$ cat config.mk
export PLATFORM = sky130hd
export DESIGN_NAME = div_scheduler
export DESIGN_NICKNAME = d
export VERILOG_FILES = /design/src/rtl/div_sched_pkg.sv /design/src/rtl/rr_arbiter.sv /design/src/rtl/div_scheduler.sv
export SDC_FILE = /design/constraint.sdc
export NUM_CORES = 1
export LEC_CHECK = 0
export CAP_MARGIN = 30
export CORE_MARGIN = 2
export CORE_UTILIZATION = 45
export DETAILED_ROUTE_END_ITERATION = 16
export PLACE_DENSITY_LB_ADDON = 0.05
export SYNTH_ARGS = -nofsm -noshare
export SYNTH_HDL_FRONTEND = slang
export SYNTH_SLANG_ARGS = --single-unit
$ cat constraint.sdc
create_clock -name clk -period 2.88 [get_ports clk]
set_clock_uncertainty 0.1 [all_clocks]
set_input_delay 0.576 -clock clk [delete_from_list [all_inputs] [get_ports clk]]
set_output_delay 0.576 -clock clk [all_outputs]
set_load 0.03 [all_outputs]
$ cat src/rtl/div_sched_pkg.sv
// Shared types for the two-requester divider scheduler.
package div_sched_pkg;

  localparam int unsigned NREQ = 2;

  typedef logic [$clog2(NREQ)-1:0] req_id_t;

  typedef enum logic [1:0] {
    IDLE = 2'd0,
    DIV  = 2'd1,
    DONE = 2'd2
  } state_t;

endpackage

$ cat src/rtl/rr_arbiter.sv
// Combinational round-robin arbiter: grants the first asserted request at or
// after the pointer, wrapping around.
module rr_arbiter
  import div_sched_pkg::*;
(
  input  logic [NREQ-1:0] req,
  input  req_id_t         ptr,
  output logic [NREQ-1:0] grant,
  output req_id_t         grant_id
);

  logic        found;
  int unsigned idx;

  // Scan from the favoured requester; the first hit wins.
  always_comb begin
    grant    = '0;
    grant_id = ptr;
    found    = 1'b0;
    idx      = 0;
    for (int i = 0; i < NREQ; i++) begin
      idx = (int'(ptr) + i) % NREQ;
      if (!found && req[idx]) begin
        found      = 1'b1;
        grant[idx] = 1'b1;
        grant_id   = req_id_t'(idx);
      end
    end
  end

endmodule

$ cat src/rtl/div_scheduler.sv
// Two-requester unsigned divider: round-robin request acceptance, restoring
// shift-subtract division (one quotient bit per cycle, MSB first) and a
// response held until the addressed requester consumes it.
module div_scheduler
  import div_sched_pkg::*;
#(
  parameter int unsigned N = 8
) (
  input  logic         clk,
  input  logic         rst,
  input  logic [1:0]   req_valid,
  output logic [1:0]   req_ready,
  input  logic [N-1:0] dividend0,
  input  logic [N-1:0] dividend1,
  input  logic [N-1:0] divisor0,
  input  logic [N-1:0] divisor1,
  output logic [1:0]   resp_valid,
  input  logic [1:0]   resp_ready,
  output logic [N-1:0] quotient,
  output logic [N-1:0] remainder,
  output logic         Z,
  output logic         neg,
  output logic         dz_err
);

  localparam int unsigned CW = $clog2(N + 1);

  state_t         state_q, state_d;
  req_id_t        ptr_q, ptr_d;
  req_id_t        id_q, id_d;
  logic [CW-1:0]  cnt_q, cnt_d;
  logic [N-1:0]   work_q, work_d;   // dividend shifting out, quotient bits shifting in
  logic [N:0]     rem_q, rem_d;     // partial remainder
  logic [N-1:0]   dvs_q, dvs_d;
  logic [N-1:0]   quot_q, quot_d;
  logic [N-1:0]   rout_q, rout_d;
  logic           dz_q, dz_d;

  logic [NREQ-1:0] grant;
  req_id_t         grant_id;
  logic [N-1:0]    sel_dividend, sel_divisor;
  logic [N:0]      shifted, rem_next;
  logic            qbit;

  rr_arbiter u_arb (
    .req      (req_valid),
    .ptr      (ptr_q),
    .grant    (grant),
    .grant_id (grant_id)
  );

  // Operand mux and one restoring-division step.
  always_comb begin
    sel_dividend = (grant_id == req_id_t'(1)) ? dividend1 : dividend0;
    sel_divisor  = (grant_id == req_id_t'(1)) ? divisor1  : divisor0;
    shifted      = {rem_q[N-1:0], work_q[N-1]};
    qbit         = (shifted >= {1'b0, dvs_q});
    rem_next     = qbit ? (shifted - {1'b0, dvs_q}) : shifted;
  end

  // FSM next state, datapath next state and handshake outputs.
  always_comb begin
    state_d    = state_q;
    ptr_d      = ptr_q;
    id_d       = id_q;
    cnt_d      = cnt_q;
    work_d     = work_q;
    rem_d      = rem_q;
    dvs_d      = dvs_q;
    quot_d     = quot_q;
    rout_d     = rout_q;
    dz_d       = dz_q;
    req_ready  = '0;
    resp_valid = '0;
    unique case (state_q)
      IDLE: begin
        req_ready = grant;
        if (|grant) begin
          id_d  = grant_id;
          ptr_d = (grant_id == req_id_t'(NREQ - 1)) ? '0 : grant_id + req_id_t'(1);
          if (sel_divisor == '0) begin
            // Divide by zero short-circuits straight to a result.
            state_d = DONE;
            quot_d  = '0;
            rout_d  = '0;
            dz_d    = 1'b1;
            cnt_d   = '0;
          end else begin
            state_d = DIV;
            work_d  = sel_dividend;
            rem_d   = '0;
            dvs_d   = sel_divisor;
            cnt_d   = CW'(N);
          end
        end
      end
      DIV: begin
        work_d = {work_q[N-2:0], qbit};
        rem_d  = rem_next;
        cnt_d  = cnt_q - CW'(1);
        if (cnt_q == CW'(1)) begin
          state_d = DONE;
          quot_d  = {work_q[N-2:0], qbit};
          rout_d  = rem_next[N-1:0];  // remainder < divisor, so the top bit is 0
          dz_d    = 1'b0;
        end
      end
      DONE: begin
        resp_valid[id_q] = 1'b1;
        if (resp_ready[id_q]) begin
          state_d = IDLE;
        end
      end
      default: state_d = IDLE;
    endcase
  end

  // State registers; reset discards any operation in flight.
  always_ff @(posedge clk or posedge rst) begin
    if (rst) begin
      state_q <= IDLE;
      ptr_q   <= '0;
      id_q    <= '0;
      cnt_q   <= '0;
      work_q  <= '0;
      rem_q   <= '0;
      dvs_q   <= '0;
      quot_q  <= '0;
      rout_q  <= '0;
      dz_q    <= 1'b0;
    end else begin
      state_q <= state_d;
      ptr_q   <= ptr_d;
      id_q    <= id_d;
      cnt_q   <= cnt_d;
      work_q  <= work_d;
      rem_q   <= rem_d;
      dvs_q   <= dvs_d;
      quot_q  <= quot_d;
      rout_q  <= rout_d;
      dz_q    <= dz_d;
    end
  end

  // Result outputs and flags derived from the registered quotient.
  always_comb begin
    quotient  = quot_q;
    remainder = rout_q;
    dz_err    = dz_q;
    Z         = (quot_q == '0);
    neg       = quot_q[N-1];
  end

endmodule

==> results.cfg <==
[worst_setup_path]
crit_type = primary input to output port
cp.required_ns = 2.20
path_delay_family = buffers and inverters
critical_path.max_fanout = 4
crit_buf_inv = 3
crit_path_end_kind = output port
cp_common_cell = clkdlybuf4s50_1
worst_path_largest_cell_delay_ns = 0.69
startpoint_type = primary input
cp_slowest_cell = clkdlybuf4s50_1
crit_arrival_ns = 2.09
path_cells = clkdlybuf4s50_1 > buf_4 > nand2_1 > a21oi_1 > clkdlybuf4s50_1

[global_routing]
overflow = 0
grt_pass1_vias = 2111
grt_pass1_wl_mm = 9.98
antenna_found_initial = 0
grt_max_degree = 30
grt_use_total_pct = 19.5

[yosys]
syn-num-nets = 319
synth.most_common_cell = dfrtp_1
synthFlopType = dfrtp_1
yosysTopAreaCell = dfrtp_1
syn_area_sq_um = 2740
yosys.area.top_type_share_pct = 44.7
yosys_warnings = 0
syn_area_per_cell_sq_um = 10.2
synth-seq-cells = 49
synth.area.top_cells = dfrtp_1, mux2i_1, a22o_1, o21ai_0, ha_1
synth.cells.most_frequent = dfrtp_1, o21ai_0, nand2_1
ys_seq_area_share_pct = 44.7
synth_cell_type_count = 47
synth-edff-count = 0
synthArstFlopShare_pct = 100
syn_inst = 270

[clock_network]
numCtsBuffers = 5
cts_num_sinks = 49
clockRootBuffer = clkbuf_8
cts_hold_buf = 0
cts_tree = done
ctsResizeCount = 0
post_cts_buffers = 0
htree_levels = 2
clkTransAtPathRegs_ns = 0.09
clock_path_buffers = 2
clock_latency_ns = 0.30

[floorplanning]
io_pins = 61
die_h_um = 82.1
start_util_pct = 46.3
rows = 28
dieWidth_um = 82.1
coreArea_sq_um = 5920
die_area_sq_um = 6740

[routing]
drc = 0
vias = 2273
avgViaCountPerCell = 5.45
ant_nets = 0
first_pass_iters = 4
routed_wirelength_mm = 6.24
drtIter0Drc = 85
wl_per_cell_um = 15.0

[power_and_ir_drop]
irDropWorstVdd_mv = 0.641
p_sw_mw = 1.80
p_clk_share_pct = 11.6
seqPwrFrac_pct = 30.2
combPwrFrac_pct = 58.3
p_leak_nw = 1.65
p_int_mw = 2.39
power_density_nw_per_um2 = 1160
swShare_pct = 43.0

[sta]
tightest_slew_ns = 0.945
hold_violations = 0
rsz0062_at_grt = no
period_needed_ns = 2.77
period_share_pct = 96.1
fmax_mhz = 361
fin_setup_tns_ns = 0
setup_violations = 0
slew_headroom_pct = 36.8
slew_viol_final = 0

[place]
port_buffers = 60
gp_congestion = 0.794
placed_area_sq_um = 3500
post-dp-hpwl_mm = 4.84
dp_cells = 410

[cells_and_area]
final_cells = 417
fin_util_pct = 60.9
drive_above_1_share_pct = 12.0
fin_nets = 391
diodes = 0
final_area_sq_um = 3600
area_delta_synth_final_pct = 31.4

[min_path]
hold_class = flop to flop

[status]
status = complete, no violations

[flow_run]
max_cap_violations = 0
==> metrics by stage <==
| step | power, mW | setup slack, ns | hold WS, ns |
|---|---|---|---|
| 6_report | 4.20 | 0.113 | 0.406 |
| 3_3_place_gp | 3.69 | -0.000905 | 0.375 |
| 5_1_grt | 4.54 | 0.0430 | 0.425 |
| 3_5_place_dp | 3.74 | -0.0631 | 0.388 |
| 2_1_floorplan | 2.94 | 0.447 | 0.360 |
| 4_1_cts | 4.23 | 0.100 | 0.413 |
==> cells in the final DEF (no fill, tap or decap), drive strengths merged, types with 13 or more instances in the layout <==
cell	netlist	layout
clkdlybuf4s50	0	59
mux2i	20	20
dfrtp	49	49
inv	20	20
a21oi	13	13
nor2	17	17
buf	6	17
nand2	22	22
o21ai	26	26
a22o	15	15
==> layer usage <==
layer,track usage [%],vias to the layer above,part of all wire [%]
met5,0,-,0
met4,5.17,0,0.75
met1,26.1,1094,45
met3,2.97,4,3.4
met2,33.0,51,51
li1,-,1124,-
==> layout make-up <==
cell class	instances	area [sq um]
Inverter	20	75.1
Fill cell	521	2320
Timing Repair Buffer	76	731
Clock inverter	2	35.0
Tap cell	75	93.8
Clock buffer	5	68.8
Multi-Input combinational cell	190	1380
Sequential cell	49	1230
==> sequential cells by signal, indices dropped and copies added, names as in the netlist, 2 cells and up <==
name	count
state_q	2
work_q	8
cnt_q	4
rem_q	8
remainder	8
quotient	8
dvs_q	8
==> path summary, 6_finish.rpt <==
| check | start | end | slack, ns | cells past startpoint |
|---|---|---|---|---|
| min | rem_q[7] | rem_q[7] | 0.41 | 1 |
| max | req_valid[0] | req_ready[0] | 0.11 | 5 |
| max in group asynchronous | rst | dvs_q[3] | 1.68 | 3 |
| max reg2reg | rem_q[5] | remainder[6] | 0.38 | 8 |
| min reg2reg | rem_q[7] | rem_q[7] | 0.41 | 1 |
| min in group asynchronous | rst | quotient[5] | 0.50 | 2 |
==> logic make-up (layout without fill, tap and decap cells) <==
| group | Yosys count | count (layout) | share of synthesized area [%] |
|---|---|---|---|
| and+or+nand+nor | 68 | 68 | 12.5 |
| DFF | 49 | 49 | 44.7 |
| AOI/OAI and AO/OA | 78 | 78 | 19.9 |
| adders and majority gates | 12 | 12 | 5.70 |
| xor gates and xnor gates | 2 | 2 | 0.639 |
| buffers and inverters | 31 | 103 | 5.15 |
| muxes | 30 | 30 | 11.4 |
==> power groups by stage <==
| stage | combinational, mW | clock, mW | sequential [mW] |
|---|---|---|---|
| detailed placement | 2.46 | 0 | 1.28 |
| finish | 2.44 | 0.485 | 1.27 |
| CTS | 2.47 | 0.494 | 1.27 |
| global route | 2.71 | 0.523 | 1.31 |
| floorplan | 1.54 | 0 | 1.40 |
| global placement | 2.42 | 0 | 1.27 |
Note: power is estimated with default switching activity, not from simulation.
